File: src/rtl/riscv_pkg.sv
// Shared encodings for the memory-access stage: load/store opcodes,
// write-back select values and the access FSM state type.
package riscv_pkg;

    localparam int unsigned XLEN           = 32;
    localparam int unsigned REG_ADDR_WIDTH = 5;
    localparam int unsigned STRB_WIDTH     = XLEN / 8;

    localparam logic [2:0] LOAD_NONE = 3'b000;
    localparam logic [2:0] LOAD_LB   = 3'b001;
    localparam logic [2:0] LOAD_LH   = 3'b010;
    localparam logic [2:0] LOAD_LW   = 3'b011;
    localparam logic [2:0] LOAD_LBU  = 3'b100;
    localparam logic [2:0] LOAD_LHU  = 3'b101;

    localparam logic [1:0] STORE_NONE = 2'b00;
    localparam logic [1:0] STORE_SB   = 2'b01;
    localparam logic [1:0] STORE_SH   = 2'b10;
    localparam logic [1:0] STORE_SW   = 2'b11;

    localparam logic WB_SEL_ALU = 1'b0;
    localparam logic WB_SEL_MEM = 1'b1;

    typedef enum logic {
        MEM_IDLE = 1'b0,
        MEM_WAIT = 1'b1
    } mem_state_e;

    // 110 and 111 are not loads
    function automatic logic is_load_op(input logic [2:0] op);
        return op inside {LOAD_LB, LOAD_LH, LOAD_LW, LOAD_LBU, LOAD_LHU};
    endfunction

endpackage

File: src/rtl/memory_access_stage_if.sv
// Data-memory request/ready handshake between the stage (master) and memory (slave).
interface memory_access_stage_if #(
    parameter int unsigned ADDR_WIDTH = 32
);
    logic                  DMEM_REQ;
    logic                  DMEM_WE;
    logic [ADDR_WIDTH-1:0] DMEM_ADDR;
    logic [3:0]            DMEM_WSTRB;
    logic [31:0]           DMEM_WDATA;
    logic                  DMEM_READY;
    logic [31:0]           DMEM_RDATA;

    modport master (
        output DMEM_REQ, DMEM_WE, DMEM_ADDR, DMEM_WSTRB, DMEM_WDATA,
        input  DMEM_READY, DMEM_RDATA
    );

    modport slave (
        input  DMEM_REQ, DMEM_WE, DMEM_ADDR, DMEM_WSTRB, DMEM_WDATA,
        output DMEM_READY, DMEM_RDATA
    );
endinterface

File: src/rtl/load_align_extend.sv
// Picks the addressed byte/half/word out of the read word and extends it.
module load_align_extend
    import riscv_pkg::*;
(
    input  logic [XLEN-1:0] rdata,
    input  logic [1:0]      offset,
    input  logic [2:0]      load_op,
    output logic [XLEN-1:0] load_data_c
);

    logic [7:0]  byte_sel;
    logic [15:0] half_sel;

    // Lane selection; halves only look at offset[1]
    always_comb begin
        byte_sel = rdata[7:0];
        case (offset)
            2'd0:    byte_sel = rdata[7:0];
            2'd1:    byte_sel = rdata[15:8];
            2'd2:    byte_sel = rdata[23:16];
            default: byte_sel = rdata[31:24];
        endcase
        half_sel = offset[1] ? rdata[31:16] : rdata[15:0];
    end

    // Sign or zero extension by load type
    always_comb begin
        load_data_c = '0;
        case (load_op)
            LOAD_LB:  load_data_c = {{(XLEN-8){byte_sel[7]}}, byte_sel};
            LOAD_LBU: load_data_c = {{(XLEN-8){1'b0}}, byte_sel};
            LOAD_LH:  load_data_c = {{(XLEN-16){half_sel[15]}}, half_sel};
            LOAD_LHU: load_data_c = {{(XLEN-16){1'b0}}, half_sel};
            LOAD_LW:  load_data_c = rdata;
            default:  load_data_c = '0;
        endcase
    end

endmodule

File: src/rtl/memory_access_stage.sv
// Memory-access pipeline stage: issues data-memory requests, lane-aligns
// stores, extracts loads, stalls upstream while an access is pending and
// registers the write-back result.
// Optional feature macro: MISALIGN_TRAP_EN (trap misaligned half/word
// accesses instead of silently aligning them).
module memory_access_stage
    import riscv_pkg::*;
#(
    parameter int unsigned ADDR_WIDTH = 32
) (
    input  logic                      CLK,
    input  logic                      RST_N,
    input  logic [XLEN-1:0]           ALU_OUT,
    input  logic [REG_ADDR_WIDTH-1:0] RD_ADDRESS_IN,
    input  logic [2:0]                DATA_CACHE_LOAD_IN,
    input  logic [1:0]                DATA_CACHE_STORE_IN,
    input  logic [XLEN-1:0]           DATA_CACHE_STORE_DATA,
    input  logic                      WRITE_BACK_MUX_SELECT_IN,
    input  logic                      RD_WRITE_ENABLE_IN,
    memory_access_stage_if.master     dmem,
    output logic                      STALL_PIPELINE,
    output logic                      MISALIGNED_FAULT,
    output logic [REG_ADDR_WIDTH-1:0] RD_ADDRESS_OUT,
    output logic                      RD_WRITE_ENABLE_OUT,
    output logic [XLEN-1:0]           WB_DATA
);

    mem_state_e            state_q;
    mem_state_e            state_d;
    logic [1:0]            offset;
    logic                  is_load;
    logic                  is_store;
    logic                  misaligned;
    logic                  mem_go;
    logic                  load_go;
    logic                  req_c;
    logic                  stall_c;
    logic [STRB_WIDTH-1:0] wstrb_c;
    logic [XLEN-1:0]       wdata_c;
    logic [XLEN-1:0]       load_data_c;

    assign offset = ALU_OUT[1:0];

    // Access decode; a load wins over a simultaneous store
    always_comb begin
        is_load    = is_load_op(DATA_CACHE_LOAD_IN);
        is_store   = !is_load && (DATA_CACHE_STORE_IN != STORE_NONE);
        misaligned = 1'b0;
`ifdef MISALIGN_TRAP_EN
        if (is_load) begin
            case (DATA_CACHE_LOAD_IN)
                LOAD_LH, LOAD_LHU: misaligned = offset[0];
                LOAD_LW:           misaligned = (offset != 2'b00);
                default:           misaligned = 1'b0;
            endcase
        end else if (is_store) begin
            case (DATA_CACHE_STORE_IN)
                STORE_SH: misaligned = offset[0];
                STORE_SW: misaligned = (offset != 2'b00);
                default:  misaligned = 1'b0;
            endcase
        end
`endif
        mem_go  = (is_load || is_store) && !misaligned;
        load_go = is_load && !misaligned;
    end

    // Store byte strobes and lane-replicated write data
    always_comb begin
        wstrb_c = '0;
        wdata_c = '0;
        if (is_store) begin
            case (DATA_CACHE_STORE_IN)
                STORE_SB: begin
                    wstrb_c = STRB_WIDTH'(4'b0001 << offset);
                    wdata_c = {4{DATA_CACHE_STORE_DATA[7:0]}};
                end
                STORE_SH: begin
                    wstrb_c = offset[1] ? 4'b1100 : 4'b0011;
                    wdata_c = {2{DATA_CACHE_STORE_DATA[15:0]}};
                end
                STORE_SW: begin
                    wstrb_c = 4'b1111;
                    wdata_c = DATA_CACHE_STORE_DATA;
                end
                default: begin
                    wstrb_c = '0;
                    wdata_c = '0;
                end
            endcase
        end
    end

    // Access FSM state register
    always_ff @(posedge CLK or negedge RST_N) begin
        if (!RST_N) state_q <= MEM_IDLE;
        else        state_q <= state_d;
    end

    // Access FSM next state, request and stall
    always_comb begin
        state_d = state_q;
        req_c   = 1'b0;
        stall_c = 1'b0;
        case (state_q)
            MEM_IDLE: begin
                if (mem_go) begin
                    req_c = 1'b1;
                    if (!dmem.DMEM_READY) begin
                        state_d = MEM_WAIT;
                        stall_c = 1'b1;
                    end
                end
            end
            MEM_WAIT: begin
                req_c = 1'b1;
                if (dmem.DMEM_READY) state_d = MEM_IDLE;
                else                 stall_c = 1'b1;
            end
            default: state_d = MEM_IDLE;
        endcase
    end

    // Payload is a function of the frozen inputs, so it holds while waiting;
    // reset kills the request and stall immediately
    assign dmem.DMEM_REQ   = req_c && RST_N;
    assign dmem.DMEM_WE    = req_c && RST_N && is_store;
    assign dmem.DMEM_ADDR  = {ALU_OUT[ADDR_WIDTH-1:2], 2'b00};
    assign dmem.DMEM_WSTRB = wstrb_c;
    assign dmem.DMEM_WDATA = wdata_c;
    assign STALL_PIPELINE  = stall_c && RST_N;

    load_align_extend u_load_align_extend (
        .rdata       (dmem.DMEM_RDATA),
        .offset      (offset),
        .load_op     (DATA_CACHE_LOAD_IN),
        .load_data_c (load_data_c)
    );

    // Write-back registers: bubble while stalled, otherwise retire the instruction
    always_ff @(posedge CLK or negedge RST_N) begin
        if (!RST_N) begin
            RD_ADDRESS_OUT      <= '0;
            RD_WRITE_ENABLE_OUT <= 1'b0;
            WB_DATA             <= '0;
            MISALIGNED_FAULT    <= 1'b0;
        end else begin
            MISALIGNED_FAULT <= misaligned;
            if (stall_c) begin
                RD_WRITE_ENABLE_OUT <= 1'b0;
            end else begin
                RD_ADDRESS_OUT      <= RD_ADDRESS_IN;
                RD_WRITE_ENABLE_OUT <= RD_WRITE_ENABLE_IN && !misaligned;
                WB_DATA             <= (load_go && (WRITE_BACK_MUX_SELECT_IN == WB_SEL_MEM))
                                       ? load_data_c : ALU_OUT;
            end
        end
    end

endmodule

File: src/flat_wrapper.sv
// flat-port wrapper written by rule: the top's interface ports become plain ports
module memory_access_stage_flat import riscv_pkg::*;
#(
    parameter int unsigned ADDR_WIDTH = 32
)
  (CLK, RST_N, ALU_OUT, RD_ADDRESS_IN, DATA_CACHE_LOAD_IN, DATA_CACHE_STORE_IN, DATA_CACHE_STORE_DATA, WRITE_BACK_MUX_SELECT_IN, RD_WRITE_ENABLE_IN, STALL_PIPELINE, MISALIGNED_FAULT, RD_ADDRESS_OUT, RD_WRITE_ENABLE_OUT, WB_DATA, dmem_DMEM_REQ, dmem_DMEM_WE, dmem_DMEM_ADDR, dmem_DMEM_WSTRB, dmem_DMEM_WDATA, dmem_DMEM_READY, dmem_DMEM_RDATA);
  memory_access_stage_if #(.ADDR_WIDTH(ADDR_WIDTH)) dmem_i ();
  input  logic CLK;
  input  logic RST_N;
  input  logic [XLEN-1:0] ALU_OUT;
  input  logic [REG_ADDR_WIDTH-1:0] RD_ADDRESS_IN;
  input  logic [2:0] DATA_CACHE_LOAD_IN;
  input  logic [1:0] DATA_CACHE_STORE_IN;
  input  logic [XLEN-1:0] DATA_CACHE_STORE_DATA;
  input  logic WRITE_BACK_MUX_SELECT_IN;
  input  logic RD_WRITE_ENABLE_IN;
  output logic STALL_PIPELINE;
  output logic MISALIGNED_FAULT;
  output logic [REG_ADDR_WIDTH-1:0] RD_ADDRESS_OUT;
  output logic RD_WRITE_ENABLE_OUT;
  output logic [XLEN-1:0] WB_DATA;
  output wire logic [$bits(dmem_i.DMEM_REQ)-1:0] dmem_DMEM_REQ;
  output wire logic [$bits(dmem_i.DMEM_WE)-1:0] dmem_DMEM_WE;
  output wire logic [$bits(dmem_i.DMEM_ADDR)-1:0] dmem_DMEM_ADDR;
  output wire logic [$bits(dmem_i.DMEM_WSTRB)-1:0] dmem_DMEM_WSTRB;
  output wire logic [$bits(dmem_i.DMEM_WDATA)-1:0] dmem_DMEM_WDATA;
  input wire logic [$bits(dmem_i.DMEM_READY)-1:0] dmem_DMEM_READY;
  input wire logic [$bits(dmem_i.DMEM_RDATA)-1:0] dmem_DMEM_RDATA;
  assign dmem_DMEM_REQ = dmem_i.DMEM_REQ;
  assign dmem_DMEM_WE = dmem_i.DMEM_WE;
  assign dmem_DMEM_ADDR = dmem_i.DMEM_ADDR;
  assign dmem_DMEM_WSTRB = dmem_i.DMEM_WSTRB;
  assign dmem_DMEM_WDATA = dmem_i.DMEM_WDATA;
  assign dmem_i.DMEM_READY = dmem_DMEM_READY;
  assign dmem_i.DMEM_RDATA = dmem_DMEM_RDATA;
  memory_access_stage #(.ADDR_WIDTH(ADDR_WIDTH)) u_core (.CLK(CLK), .RST_N(RST_N), .ALU_OUT(ALU_OUT), .RD_ADDRESS_IN(RD_ADDRESS_IN), .DATA_CACHE_LOAD_IN(DATA_CACHE_LOAD_IN), .DATA_CACHE_STORE_IN(DATA_CACHE_STORE_IN), .DATA_CACHE_STORE_DATA(DATA_CACHE_STORE_DATA), .WRITE_BACK_MUX_SELECT_IN(WRITE_BACK_MUX_SELECT_IN), .RD_WRITE_ENABLE_IN(RD_WRITE_ENABLE_IN), .dmem(dmem_i), .STALL_PIPELINE(STALL_PIPELINE), .MISALIGNED_FAULT(MISALIGNED_FAULT), .RD_ADDRESS_OUT(RD_ADDRESS_OUT), .RD_WRITE_ENABLE_OUT(RD_WRITE_ENABLE_OUT), .WB_DATA(WB_DATA));
endmodule
File: config.mk
export PLATFORM = sky130hd
export DESIGN_NAME = memory_access_stage_flat
export DESIGN_NICKNAME = d
export VERILOG_FILES = /design/src/rtl/riscv_pkg.sv /design/src/rtl/memory_access_stage_if.sv /design/src/rtl/load_align_extend.sv /design/src/rtl/memory_access_stage.sv /design/src/flat_wrapper.sv
export SDC_FILE = /design/constraint.sdc
export NUM_CORES = 1
export LEC_CHECK = 0
export BUFFER_PORTS_ARGS = -buffer_cell sky130_fd_sc_hd__buf_2
export CAP_MARGIN = 20
export CORE_MARGIN = 1
export CORE_UTILIZATION = 40
export CTS_CLUSTER_DIAMETER = 40
export CTS_CLUSTER_SIZE = 10
export DETAILED_ROUTE_END_ITERATION = 16
export PLACE_DENSITY = 0.78
export SLEW_MARGIN = 20
export SYNTH_ARGS = -nofsm -noshare
export SYNTH_HDL_FRONTEND = slang
export SYNTH_SLANG_ARGS = --single-unit
export TNS_END_PERCENT = 10
File: constraint.sdc
create_clock -name CLK -period 1.89 [get_ports CLK]
set_input_delay 0.378 -clock CLK [delete_from_list [all_inputs] [get_ports CLK]]
set_output_delay 0.378 -clock CLK [all_outputs]
set_load 0.01 [all_outputs]
Yosys cells after proc, flatten, opt, wreduce, memory -nomap -nowiden

Cells that the tools add are included.

Bits of input ports: 111
Bits in read-only memories: 0
Register bits after elaboration: 39
Memories kept: 0
Bits in writable memories: 0
Latch bits: 0
Word-level logic and storage cells: 41

Reduce and logical (&&, ||, !) cells: 10
Bitwise logic cells: 1
Equality and inequality tests: 10
Add/sub/neg operators: 0
Mux-type cells: 15
Order comparisons: 0
Shift-type cells: 1
Multipliers: 0
Divide/modulo/power cells: 0

Operators with widths:

| kind                | number |
|---|---|
| $pmux 32 s5         | 1 |
| $pmux 32 s3         | 1 |
| $mux 32             | 2 |
| $pmux 8 s3          | 1 |
| $mux 16             | 1 |
| $pmux 4 s3          | 1 |
| $mux 4              | 2 |
| $eq 2x2->1 const B  | 3 |
| $eq 3x2->1 const B  | 2 |
| $eq 3x3->1 const B  | 2 |
| $logic_and 1x1->1   | 5 |
| $reduce_bool 5->1   | 1 |
| $eq 2x1->1 const B  | 2 |
| $mux 1              | 4 |
| $pmux 1 s2          | 2 |
| $shl 1x2->4 const A | 1 |
| $eq 3x1->1 const B  | 1 |
| $logic_not 2->1     | 1 |
| $reduce_bool 2->1   | 1 |
| $logic_not 1->1     | 1 |
| $logic_or 1x1->1    | 1 |
| $not 1->1           | 1 |

Depth between registers and ports, before layout

Depth in word-level cells: 9
Gate-level depth with buffers: 9

By module

A second synthesis with hierarchy kept.

Cell total of the unflattened synthesis: 446
Area, all modules: 3,987.6 um^2

Modules (own cells, without submodules):

| module              | times used | cells each | seq. area each (um^2) | area each (um^2) |
|---|---|---|---|---|
| memory_access_stage | 1          | 274        | 975.9                 | 2,756.4 |
| load_align_extend   | 1          | 172        | 0.0                   | 1,231.2 |

Worst setup path before layout

OpenSTA, ideal clock, no wires.

Path kind: input to register
Start: input ALU_OUT[1]
End: register u_core.WB_DATA[29]
Data required time: 1.758 ns
Arrival time: 1.867 ns
Path buffers: 2
Stages on the path: 7
Path slack: -0.109 ns
Cells stage by stage: buf_6 -> mux4_2 -> nand2b_4 -> a221oi_4 -> buf_6 -> o2bb2ai_1 -> o21ai_1

Cells in the longest elaborated chain, start to end: 4
Elaborated cells on any way between the ends: 7
Classes of those cells: eq/ne (2); mux (4); reduce/logical (1)

RTL lines:

| element                            | line                       | text |
|---|---|---|
| start, declared                    | flat_wrapper.sv:10         | `input logic [XLEN-1:0] ALU_OUT;` |
| $eq 2x2->1 (tied with other cells) | load_align_extend.sv:17    | `case (offset)` |
| $pmux 8 s3                         | load_align_extend.sv:17    |  |
| $pmux 32 s5 (*)                    | load_align_extend.sv:29    | `case (load_op)` |
| $mux 32 (*)                        | memory_access_stage.sv:155 | `? load_data_c : ALU_OUT;` |
| end signal, assigned               | memory_access_stage.sv:154 | `WB_DATA <= (load_go && (WRITE_BACK_MUX_SELECT_IN == WB_SEL_MEM))` |
| end, declared                      | memory_access_stage.sv:25  | `output logic [XLEN-1:0] WB_DATA` |

Every way passes the cells marked *; elsewhere a longest branch is shown, timed or not.
A chain may end at the register's enable or synchronous reset.

Worst setup path in the final report

Start: input DATA_CACHE_LOAD_IN[1]
End: output dmem_DMEM_WDATA[28]

Cells in the longest elaborated chain, start to end: 5
Elaborated cells on any way between the ends: 9
Classes of those cells: eq/ne (5); mux (1); reduce/logical (3)

RTL lines:

| element                            | line                      | text |
|---|---|---|
| start, declared                    | flat_wrapper.sv:12        | `input logic [2:0] DATA_CACHE_LOAD_IN;` |
| $eq 3x1->1 (tied with other cells) | riscv_pkg.sv:31           | `return op inside {LOAD_LB, LOAD_LH, LOAD_LW, LOAD_LBU, LOAD_LHU};` |
| $reduce_bool 5->1 (*)              | riscv_pkg.sv:31           |  |
| $logic_not 1->1 (*)                | memory_access_stage.sv:47 | `is_store = !is_load && (DATA_CACHE_STORE_IN != STORE_NONE);` |
| $logic_and 1x1->1 (*)              | memory_access_stage.sv:47 |  |
| $mux 32 (*)                        | memory_access_stage.sv:72 | `if (is_store) begin` |
| end, declared                      | flat_wrapper.sv:26        | `output wire logic [$bits(dmem_i.DMEM_WDATA)-1:0] dmem_DMEM_WDATA;` |

Marks and branches as above.

==> results.toml <==
[grt]
grt_max_degree = 55
busiest_layer = "met2"
met3_usage_pct = 3.99
gr-total-overflow = 0
grt_pass1_wl_um = 19300
antenna_found_initial = 0
grtUsageTotal_pct = 27.2
use_met1_pct = 30.6
grtUsageMet2_pct = 49.1
grt_pass1_vias = 4019

[placed_design]
io_buffers = 217
dp_hpwl_um = 10100
place_ws_ps = -153
placed_area_um2 = 4820
gp_congestion = 0.916

[synthesis]
netlist_area_um2 = 3570
synth.distinct_cells = 32
ys_ff_latch = 39
synth_edf_count = 0
synthFlopType = "dfrtp_1"
ys_async_sr_fraction_pct = 100
yosys_warnings = 0
yosysSeqAreaShare_pct = 27.3
avgSynthCellArea_um2 = 7.44
synth_cells = 480

[hold_path]
hold_path.class = "in2async"

[layout]
area_delta_synth_final_pct = 40.8
layout-drive-gt1-share_pct = 45.0
final_common_cell = "buf_2"
insertedDiodeCount = 0
multi_input_area_um2 = 2210
layout_common_cells = "buf_2 (212), nand2_1 (114), o21ai_0 (65), a21oi_1 (40), dfrtp_1 (39)"
nFillCells = 825
final-seq-area_um2 = 976
nets = 786
final_cell_area_um2 = 5030

[critical_path]
start_kind = "input port"
cp_num_buf_inv = 3
cpMostUsedCell = "buf_2"
endpoint_kind = "output port"
cp_slowest_stage_delay_ps = 290
cp_slowest_cell = "and2_1"
cp.required_ps = 1510
crit_chain = "buf_2 > and2_1 > o22ai_2 > buf_12 > a21oi_1 > buf_2"
cp_data_arrival_time_ps = 1430
cp_top_family = "buffers and inverters"
crit_fanout = 24
critPathKind = "in2out"

[routing]
wirelength_um = 13000
ant_nets = 0
wl_per_cell_um = 16.6
firstDrtPassIters = 5
dr.first_iter.drc_count = 251
vias = 4356
drc = 0
viasPerCell = 5.56

[clock_tree]
cts_tree = "yes"
cts.clk_slew.worst_paths_ps = 80
clkSinkCount = 39
worstSkewPairLatency_ps = 290
cts_root_buf = "clkbuf_8"
cts_buffers = 5
post_cts_buffers = 0
ctsHtreeMaxLevel = 2
clockBufferDepth = 2

[sta]
worst_clock_skew_ps = 2.59
worst_slew_pin_slew_ps = 730
drv_slew = 0
fmax_ghz = 0.552
relSlewSlack_pct = 51.2
holdWs_ps = 181
hold_violations = 0
finalCritPeriodShare_pct = 95.9
timing.final.ws_setup_ps = 77.6
finalSetupViolCount = 0
period_minus_slack_ps = 1810

[power_and_ir_drop]
p_leak_uw = 0.00249
switchingPower_uw = 1000
p_comb_share_pct = 39.8
power_uw = 2850
ir_worst_vdd_uv = 258
power_frac_seq_pct = 34.9
swShare_pct = 35.1
internal_power_uw = 1850
pwr-share-clk_pct = 25.3
powerDensity_nw_per_um2 = 566

[die]
fp.dieH_um = 96.5
initial_core_util_pct = 41.2
die_w_um = 96.5
row_count = 34
die_area_um2 = 9310
fp.coreArea_um2 = 8680
io-pin-count = 221

[flow_run]
cap_viol_max_count = 0

[outcome]
status = "completed"
synth_stat cells (2+ instances only):
master / number / area [um2]
mux2_2: 16 / 180
buf_6: 2 / 22.5
mux2i_1: 8 / 80.1
o21ai_1: 11 / 55.1
o21ai_0: 65 / 325
nand2_1: 114 / 428
nand2b_1: 3 / 18.8
inv_1: 10 / 37.5
clkbuf_1: 29 / 109
o2bb2ai_1: 16 / 140
and2_1: 13 / 81.3
buf_2: 4 / 20.0
nor2b_1: 14 / 87.6
buf_1: 3 / 11.3
nor2_1: 5 / 18.8
nand3b_1: 8 / 60.1
a21oi_1: 43 / 215
a211oi_1: 8 / 60.1
buf_4: 33 / 248
nor3_1: 3 / 15.0
mux4_2: 8 / 180
dfrtp_1: 39 / 976
a221oi_1: 8 / 70.1
o22ai_1: 9 / 56.3
final timing paths:
| path | from | endpoint | slack, ps | cells after the start |
|---|---|---|---|---|
| worst max-delay path | DATA_CACHE_LOAD_IN[1] | dmem_DMEM_WDATA[28] | 80 | 6 |
| worst min-delay path | RST_N | u_core.WB_DATA[6]$_DFFE_PN0N_ | 180 | 2 |
| worst max register to register | u_core.state_q$_DFF_PN0_ | u_core.WB_DATA[12]$_DFFE_PN0N_ | 500 | 7 |
| worst min register to register | u_core.RD_ADDRESS_OUT[2]$_DFFE_PN0N_ | u_core.RD_ADDRESS_OUT[2]$_DFFE_PN0N_ | 470 | 2 |
| max in group asynchronous | RST_N | u_core.WB_DATA[15]$_DFFE_PN0N_ | 1050 | 2 |
| min in group CLK | RD_ADDRESS_IN[3] | u_core.RD_ADDRESS_OUT[3]$_DFFE_PN0N_ | 280 | 3 |
area by class of cell:
class / instances / area share [%]
clock inverter: 3 / 0.870
sequential: 39 / 19.4
tap: 108 / 2.69
clock buffer: 5 / 1.37
timing repair buffer: 257 / 30.9
multi-input combinational: 361 / 44.0
inverter: 11 / 0.821
cell families after synthesis:
family,synth area share (%)
AO/OA/AOI/OAI,27.0
flip-flops,27.3
buffers and inverters,12.6
XOR/XNOR,0.245
AND/OR/NAND/NOR,20.4
multiplexers,12.3
other,0.105
through the flow:
stage / TNS, ps / cells / util [%]
3_3_place_gp: -1750 / 774 / 55.5
2_1_floorplan: -2210 / 482 / -
5_1_grt: -6.65 / 784 / 58.0
3_5_place_dp: -2190 / 774 / 55.5
4_1_cts: 0 / 783 / 57.0
6_report: 0 / 784 / 58.0
repair_timing:
item / in CTS / in global routing
cloned: 0 / 1
endpoints found under the hold margin: 3 / 0
resized for setup: 1 / 20
pin swaps: 0 / 3
hold buffers: 1 / 0
endpoints found under the setup margin: 1 / 12
power by group through the flow:
stage / logic (uW) / registers, uW / clock network (uW)
2_1_floorplan: 546 / 1060 / 0
5_1_grt: 1250 / 1010 / 764
3_3_place_gp: 1080 / 1010 / 0
6_report: 1130 / 994 / 722
4_1_cts: 1110 / 996 / 735
3_5_place_dp: 1100 / 1010 / 0
per-layer routing:
layer	routed length (um)	share of wire [%]	up-vias
li1	-	-	2034
met1	4870	37	2002
met2	6540	50	276
met3	1090	8.4	44
met4	508	3.9	0
met5	0	0	-
flip-flops by register name, summed over array words and instances (netlist names):
name,flops
u_core.WB_DATA,32
u_core.RD_ADDRESS_OUT,5
u_core.RD_WRITE_ENABLE_OUT,1
u_core.state_q,1
No activity file was read; power rests on OpenSTA's default activity.
